===== src/rtl/instr_prefetch_queue_pkg.sv =====
// Shared CPU-front-end definitions used by the instruction prefetch queue.
package cpu_defs;

    localparam logic [31:0] RESET_PC_DEF = 32'h0040_0000;
    localparam logic [31:0] NOP_INSTR    = 32'h0000_0000;
    localparam logic [31:0] WORD_BYTES   = 32'd4;

    typedef enum logic [1:0] {
        PF_IDLE = 2'd0,
        PF_WAIT = 2'd1,
        PF_DROP = 2'd2
    } pf_state_e;

    typedef struct packed {
        logic [31:0] instr;
        logic [31:0] pc_plus_4;
    } pf_entry_t;

endpackage


===== src/rtl/prefetch_fifo.sv =====
// Synchronous FIFO holding prefetched {instr, pc+4} entries; flush wins over push/pop.
module prefetch_fifo #(
    parameter int DEPTH = 4,
    parameter int WIDTH = 64,
    localparam int AW = $clog2(DEPTH),
    localparam int CW = AW + 1
) (
    input  logic             clk_i,
    input  logic             rst_ni,
    input  logic             flush_i,
    input  logic             push_i,
    input  logic             pop_i,
    input  logic [WIDTH-1:0] wdata_i,
    output logic [WIDTH-1:0] rdata_o,
    output logic [CW-1:0]    count_o,
    output logic             full_o,
    output logic             empty_o
);

    logic [WIDTH-1:0] mem_q [DEPTH];
    logic [AW-1:0]    wr_ptr_q, rd_ptr_q;
    logic [CW-1:0]    count_q;
    logic             do_push, do_pop;

    assign full_o  = (count_q == CW'(DEPTH));
    assign empty_o = (count_q == '0);
    assign count_o = count_q;
    assign rdata_o = mem_q[rd_ptr_q];

    assign do_pop  = pop_i && !empty_o;
    assign do_push = push_i && (!full_o || do_pop);

    always_ff @(posedge clk_i or negedge rst_ni) begin
        if (!rst_ni) begin
            wr_ptr_q <= '0;
            rd_ptr_q <= '0;
            count_q  <= '0;
        end else if (flush_i) begin
            wr_ptr_q <= '0;
            rd_ptr_q <= '0;
            count_q  <= '0;
        end else begin
            if (do_push) wr_ptr_q <= wr_ptr_q + AW'(1);
            if (do_pop)  rd_ptr_q <= rd_ptr_q + AW'(1);
            case ({do_push, do_pop})
                2'b10:   count_q <= count_q + CW'(1);
                2'b01:   count_q <= count_q - CW'(1);
                default: count_q <= count_q;
            endcase
        end
    end

    // Storage needs no reset: entries are only visible through count.
    always_ff @(posedge clk_i) begin
        if (do_push && !flush_i) mem_q[wr_ptr_q] <= wdata_i;
    end

endmodule


===== src/rtl/instr_prefetch_queue.sv =====
// Sequential instruction prefetcher: req/ack memory reader feeding a small FIFO to fetch.
module instr_prefetch_queue
    import cpu_defs::*;
#(
    parameter int          DEPTH    = 4,
    parameter logic [31:0] RESET_PC = RESET_PC_DEF
) (
    input  logic        clock,
    input  logic        reset_n,
    input  logic        pc_src_d,
    input  logic [31:0] pc_branch_d,
    input  logic        stall_f,
    output logic [31:0] instruction_f,
    output logic [31:0] pc_plus_4_f,
    output logic        valid_f,
    output logic        mem_req,
    output logic [31:0] mem_addr,
    input  logic        mem_ack,
    input  logic [31:0] mem_rdata
);

    localparam int CW = $clog2(DEPTH) + 1;
    localparam logic [CW-1:0] DEPTH_C = CW'(DEPTH);

    pf_state_e   state_q, state_d;
    logic [31:0] fetch_pc_q, fetch_pc_d;
    logic [31:0] addr_q, addr_d;

    logic          fifo_push, fifo_pop, fifo_full, fifo_empty;
    logic [CW-1:0] fifo_count;
    pf_entry_t     fifo_wdata, fifo_head;

    assign valid_f  = !fifo_empty;
    assign mem_req  = (state_q != PF_IDLE);
    assign mem_addr = addr_q;

    // A redirect kills both the returning word and the head being consumed.
    assign fifo_push = (state_q == PF_WAIT) && mem_ack && !pc_src_d && !fifo_full;
    assign fifo_pop  = valid_f && !stall_f && !pc_src_d;

    assign fifo_wdata.instr     = mem_rdata;
    assign fifo_wdata.pc_plus_4 = addr_q + WORD_BYTES;

    assign instruction_f = valid_f ? fifo_head.instr     : NOP_INSTR;
    assign pc_plus_4_f   = valid_f ? fifo_head.pc_plus_4 : 32'h0;

    prefetch_fifo #(
        .DEPTH (DEPTH),
        .WIDTH ($bits(pf_entry_t))
    ) u_fifo (
        .clk_i   (clock),
        .rst_ni  (reset_n),
        .flush_i (pc_src_d),
        .push_i  (fifo_push),
        .pop_i   (fifo_pop),
        .wdata_i (fifo_wdata),
        .rdata_o (fifo_head),
        .count_o (fifo_count),
        .full_o  (fifo_full),
        .empty_o (fifo_empty)
    );

    always_comb begin
        state_d    = state_q;
        fetch_pc_d = fetch_pc_q;
        addr_d     = addr_q;
        case (state_q)
            PF_IDLE: begin
                // Only issued from IDLE, so no request is in flight to reserve a slot for.
                if (!pc_src_d && (fifo_count < DEPTH_C)) begin
                    state_d = PF_WAIT;
                    addr_d  = fetch_pc_q;
                end
            end
            PF_WAIT: begin
                if (mem_ack)       state_d = PF_IDLE;
                else if (pc_src_d) state_d = PF_DROP;
            end
            PF_DROP: begin
                if (mem_ack) state_d = PF_IDLE;
            end
            default: state_d = PF_IDLE;
        endcase

        if (pc_src_d)       fetch_pc_d = pc_branch_d & ~32'h3;
        else if (fifo_push) fetch_pc_d = fetch_pc_q + WORD_BYTES;
    end

    always_ff @(posedge clock or negedge reset_n) begin
        if (!reset_n) begin
            state_q    <= PF_IDLE;
            fetch_pc_q <= RESET_PC;
            addr_q     <= RESET_PC;
        end else begin
            state_q    <= state_d;
            fetch_pc_q <= fetch_pc_d;
            addr_q     <= addr_d;
        end
    end

endmodule


===== config.mk =====
export PLATFORM = sky130hd
export DESIGN_NAME = instr_prefetch_queue
export DESIGN_NICKNAME = d
export VERILOG_FILES = /design/src/rtl/instr_prefetch_queue_pkg.sv /design/src/rtl/prefetch_fifo.sv /design/src/rtl/instr_prefetch_queue.sv
export SDC_FILE = /design/constraint.sdc
export NUM_CORES = 1
export LEC_CHECK = 0
export CAP_MARGIN = 20
export CORE_ASPECT_RATIO = 0.7
export CORE_UTILIZATION = 56
export DETAILED_ROUTE_END_ITERATION = 10
export PLACE_DENSITY = 0.78
export REMOVE_ABC_BUFFERS = 1
export SYNTH_ARGS = -nofsm -noshare
export SYNTH_HDL_FRONTEND = slang
export SYNTH_SLANG_ARGS = --single-unit

===== constraint.sdc =====
create_clock -name clock -period 3.6 [get_ports clock]
set_clock_uncertainty 0.1 [all_clocks]
set_input_delay 0.72 -clock clock [delete_from_list [all_inputs] [get_ports clock]]
set_output_delay 0.72 -clock clock [all_outputs]
set_load 0.01 [all_outputs]

[Word-level counts from Yosys, hierarchy flattened]
Memories as Yosys holds them, arrays and structs flattened.
Cells that the tools add are included.
Cells by class
  $add $sub $neg: 6
  $lt $le $gt $ge: 1
  eq/ne operators: 8
  multiplexer cells: 17
  reduce and logical (&&, ||, !) cells: 23
Operator list (number)
  two-way mux 32 bit: 4
  adder 32 x 3 -> 32 bit (second input constant): 2
  two-way mux 2 bit: 8
  logical AND 1 bit: 9
  nonzero test 2 bit: 4
  one-hot mux 2 bit (3 select lines): 1
  one-hot mux 3 bit (2 select lines): 1
  adder 2 x 1 -> 2 bit (second input constant): 2
  == test 2 x 1 -> 1 bit (second input constant): 2
  == test 2 bit (second input constant): 2
  logical NOT 1 bit: 4
  inequality test 2 bit (second input constant): 2
  adder 3 x 1 -> 3 bit (second input constant): 1
  == test 3 bit (second input constant): 1
  logical NOT 3 bit: 1
  less-than comparator 3 bit (second input constant): 1
  two-way mux 3 bit: 1
  inequality test 3 bit (second input constant): 1
  AND reduction 3 bit: 1
  nonzero test 3 bit: 1
  subtractor 3 x 1 -> 3 bit (second input constant): 1
  logical NOT 2 bit: 1
  two-way mux 1 bit: 2
  AND reduction 2 bit: 1
  logical OR 1 bit: 1
Storage, ports and cells
  register bits: 73
  bits in writable memories: 256
  input bits: 69
  output and inout bits: 98
  memories: 1
Memories
  u_fifo.mem_q: depth 4, bits a word 64, rd ports 1, clocked after Yosys merged registers in 0, write ports 1, RTL line prefetch_fifo.sv:20  | logic [WIDTH-1:0] mem_q [DEPTH];

[Longest topological paths before layout]
  depth after elaboration: 10
  depth in mapped cells: 8
  mapped depth without buffers: 6

[By module]
Synthesis repeated with hierarchy kept, for this count alone.
Second synthesis, totals
  cell total of the unflattened synthesis: 818
  area, all modules: 13808.2 sq um
Modules (own cells, without submodules)
  prefetch_fifo: instances 1, cells an instance 401, area each 9801.9 sq um
  instr_prefetch_queue: instances 1, cells an instance 417, area each 4006.3 sq um

[Worst setup path after synthesis]
OpenSTA, ideal clock, no wires.
  path type: input -> register
  from: in pc_src_d
  to: mem u_fifo.mem_q[0][10] (enable)
  library setup time: 427 ps
  arrival: 2890 ps
  data required time: 3073 ps
  slack: 183 ps
  cell stages on the path: 4
  cells stage by stage: clkbuf_1 and4bb_2 buf_6 and3_1
Between the ends
  longest elaborated chain between the ends: 8
  elaborated cells between the ends (all ways): 10
  those cells by class: 2 x mux; 8 x reduce/logical
Ends and longest elaborated chain
  start: declaration: RTL line instr_prefetch_queue.sv:10  | input logic pc_src_d,
  logical NOT 1 bit (*): RTL line prefetch_fifo.sv:55, instr_prefetch_queue.sv:38, instr_prefetch_queue.sv:39
  logical AND 1 bit: RTL line instr_prefetch_queue.sv:39  | assign fifo_pop = valid_f && !stall_f && !pc_src_d;
  logical AND 1 bit: RTL line prefetch_fifo.sv:30  | assign do_pop = pop_i && !empty_o;
  logical OR 1 bit: RTL line prefetch_fifo.sv:31  | assign do_push = push_i && (!full_o || do_pop);
  logical AND 1 bit: RTL line prefetch_fifo.sv:31
  logical AND 1 bit (*): RTL line prefetch_fifo.sv:55  | if (do_push && !flush_i) mem_q[wr_ptr_q] <= wdata_i;
  two-way mux 1 bit (*): RTL line prefetch_fifo.sv:55
  two-way mux 1 bit (not written as such) (*): RTL line prefetch_fifo.sv:55
  end: declaration: RTL line prefetch_fifo.sv:20
Mark *: on every way between the ends. The rest lies on a longest branch, timed or not.

[Final worst setup path]
  from: reg u_fifo.count_q[0] (netlist: u_fifo.count_o[0])
  to: out instruction_f[1]
Between the ends
  longest elaborated chain between the ends: 2
Ends and longest elaborated chain
  start: declaration: RTL line prefetch_fifo.sv:22  | logic [CW-1:0] count_q;
  start signal: assignment: RTL line prefetch_fifo.sv:46  | 2'b10: count_q <= count_q + CW'(1);
  start signal: assignment: RTL line prefetch_fifo.sv:47  | 2'b01: count_q <= count_q - CW'(1);
  start signal: assignment: RTL line prefetch_fifo.sv:48  | default: count_q <= count_q;
  logical NOT 3 bit: RTL line prefetch_fifo.sv:26  | assign empty_o = (count_q == '0);
  two-way mux 32 bit: RTL line instr_prefetch_queue.sv:44  | assign instruction_f = valid_f ? fifo_head.instr : NOP_INSTR;
  end: declaration: RTL line instr_prefetch_queue.sv:13  | output logic [31:0] instruction_f,
No other way between the ends.

==> flow_metrics.env <==
export IMPL_yosys_warnings=0
export IMPL_ir_worst_vdd_v=0.0003641
export IMPL_dieArea_um2=24830
export IMPL_cts_sinks=317
export IMPL_r2r_cells=6
export IMPL_drc=0
export IMPL_synth_ff_type="edfxtp_1"
export IMPL_grt_max_degree=63
export IMPL_die_y_um=132.1
export IMPL_grtUsageTotal=0.2322
export IMPL_slew_limit_headroom=0.5375
export IMPL_worstPathArrival_ns=2.68
export IMPL_r2r_end="u_fifo.count_o[2]$_DFFE_PN0P_"
export IMPL_final_max_slew_viol_count=0
export IMPL_hpwl_mm=17.98
export IMPL_netlist_area_um2=13550
export IMPL_rows=47
export IMPL_min_path_type="input pin to asynchronous set/reset pin"
export IMPL_first_pass_iters=5
export IMPL_cts_inserted_buffers=29
export IMPL_htree_levels=1
export IMPL_setup_ws_ns=0.09785
export IMPL_power_frac_comb=0.199
export IMPL_power_frac_clock=0.305
export IMPL_die_w_um=187.9
export IMPL_gr_total_overflow=0
export IMPL_r2r_start="u_fifo.count_o[2]$_DFFE_PN0P_"
export IMPL_layout_cells_non_filler=1343
export IMPL_routedWlPerCell_um=21.16
export IMPL_worstSetupEndpoint="instruction_f[1]"
export IMPL_status="completed"
export IMPL_drv_cap=0
export IMPL_dr_total_vias=8087
export IMPL_first_global_vias=7884
export IMPL_layout_drive_gt1_share=0.1815
export IMPL_async_reset_ff_frac=0.2177
export IMPL_clkTransAtPathRegs_ns=0.07
export IMPL_worst_ep_required_time_ns=2.78
export IMPL_nNetsFinal=1079
export IMPL_worstPathMaxFanout=52
export IMPL_insertion_delay_ns=0.54
export IMPL_post_route_util=0.6986
export IMPL_start_util=0.5716
export IMPL_nFillCells=1547
export IMPL_grt_setup_unrepaired="no"
export IMPL_synth_edff_count=248
export IMPL_p_int_mw=6.923
export IMPL_core_area_um2=23700
export IMPL_fmax_mhz=285.5
export IMPL_antenna_found_initial=1
export IMPL_placed_cells=1281
export IMPL_drtAntennaViolNets=0
export IMPL_clockBufferDepth=3
export IMPL_avgSynthCellArea_um2=16.44
export IMPL_p_sw_frac=0.2579
export IMPL_port_buffers=160
export IMPL_cts_repair_resized=0
export IMPL_worst_slew_pin_transition_ns=0.6880
export IMPL_p_sw_mw=2.405
export IMPL_setup_violations=0
export IMPL_drt_iter0_drc=614
export IMPL_synth_seq_area_share=0.6774
export IMPL_critPathLaunchType="register"
export IMPL_num_antenna_cells=0
export IMPL_pwr_share_seq=0.496
export IMPL_synth_seq_cells=317
export IMPL_grt_pass1_wl_mm=44.58
export IMPL_period_share=0.9728
export IMPL_cts_tree="built"
export IMPL_r2r_setup_slack_ns=0.95
export IMPL_leakagePower_nw=5.560
export IMPL_crit_type="register to primary output"
export IMPL_area_growth_pct=22.22
export IMPL_hold_violations=0
export IMPL_via_per_inst=6.022
export IMPL_cts_root_buf="clkbuf_16"
export IMPL_finalPower_mw=9.328
export IMPL_post_place_ws_ns=0.6108
export IMPL_crit_path_start="u_fifo.count_o[0]$_DFFE_PN0P_"
export IMPL_end_kind="primary output"
export IMPL_syn_instance_count=824
export IMPL_place_gp_congestion=0.8325
export IMPL_tns_ns=0
export IMPL_routed_wl_mm=28.42
export IMPL_period_minus_slack_ns=3.502
export IMPL_io_pins=167
export IMPL_powerDensity_nw_per_um2=563.4
export IMPL_synth_cell_types=59
synthesized netlist by cell type (14+ instances only):
library cell  instances  area (um2)
and2_1               66       412.9
and3_1               15       93.84
clkbuf_1             23       86.33
dfrtp_1              67        1677
edfxtp_1            248        7447
inv_1                17       63.81
mux2_2               27       304.0
mux4_2               63        1419
nand2_1              48       180.2
nand3_1              38       190.2
nand4_1              20       125.1
o211ai_1             14       105.1
xnor2_1              24       210.2
stage by stage:
stage	cell area [um2]	hold slack, ns
floorplan	13300	0.3244
global placement	15620	0.4481
detailed placement	15620	0.4647
CTS	16490	0.1145
global route	16560	0.1648
finish	16560	0.1096
power groups by stage:
stage / clock (mW) / sequential, mW / combinational [mW]
after floorplan: 0 / 4.70 / 0.839
after global placement: 0 / 4.69 / 1.79
after detailed placement: 0 / 4.71 / 1.82
after CTS: 2.90 / 4.63 / 1.83
after global routing: 3.04 / 4.66 / 2.00
final: 2.85 / 4.63 / 1.85
state kept, by name, indices dropped and copies added (netlist names):
signal	count
u_fifo.wr_ptr_q	2
u_fifo.rd_ptr_q	2
u_fifo.mem_q	248
mem_addr	30
fetch_pc_q	30
state_q	2
u_fifo.count_o	3
worst max-delay path, stage by stage (launching register included):
cell             delay [ns]
dfrtp_1                0.45
nor3_1                 0.44
inv_2                  0.28
buf_12                 0.27
and2_1                 0.20
clkdlybuf4s50_1        0.50
cell usage in the layout (no fill, tap or decap), types with 9 or more instances in the layout:
cell type / count
and2_1: 66
and3_1: 11
buf_12: 9
buf_4: 24
clkbuf_1: 12
clkbuf_16: 29
clkdlybuf4s50_1: 159
dfrtp_1: 65
edfxtp_1: 248
inv_1: 16
mux2_2: 27
mux4_2: 63
nand2_1: 48
nand3_1: 38
nand4_1: 20
nor2_1: 10
nor3_1: 9
o211ai_1: 14
o21ai_0: 13
o311ai_0: 9
o311ai_1: 10
xnor2_1: 24
how the worst min path moves through the flow:
stage                                       to                        from  slack (ns)
global placement    fetch_pc_q[26]$_DFFE_PN0N_  fetch_pc_q[26]$_DFFE_PN0N_        0.45
detailed placement    mem_addr[19]$_DFFE_PN0P_  fetch_pc_q[19]$_DFFE_PN0N_        0.46
floorplan           fetch_pc_q[10]$_DFFE_PN0N_                     reset_n        0.32
CTS                 fetch_pc_q[28]$_DFFE_PN0N_                     reset_n        0.11
global route        fetch_pc_q[30]$_DFFE_PN0N_                     reset_n        0.16
finish              fetch_pc_q[30]$_DFFE_PN0N_                     reset_n        0.11
kinds of logic (layout without fill, tap and decap cells):
logic type	after synthesis	after routing	synth area share
simple gates	242	242	0.1046
compound gates	71	71	0.03953
other cells	1	4	0.0002768
fa+ha+maj	7	7	0.007019
mux	91	91	0.1279
xor+xnor	30	30	0.01940
flops	317	317	0.6774
buf+inv	65	263	0.02383
area by class of cell:
class                   instances  area, um2  area share
clock inverters                10      71.32    0.004307
repair buffers                193       1957      0.1182
inverters                      17      63.81    0.003854
well taps                     318      397.9     0.02403
clock buffers                  43      798.3     0.04821
multi-input cells             445       4088      0.2469
flip-flops and latches        317       9181      0.5545
timing repair:
item | 4_1_cts | 5_1_grt
hold buffers | 0 | 0
endpoints found under the setup margin | 0 | 9
buffers inserted | 0 | 9
per-layer routing:
layer | part of all wire | track usage
met4 | 0.023 | 0.05827
met1 | 0.44 | 0.3503
met3 | 0.083 | 0.04445
met5 | 0.00046 | 0
met2 | 0.46 | 0.3531
Note: power is estimated with default switching activity, not from simulation.
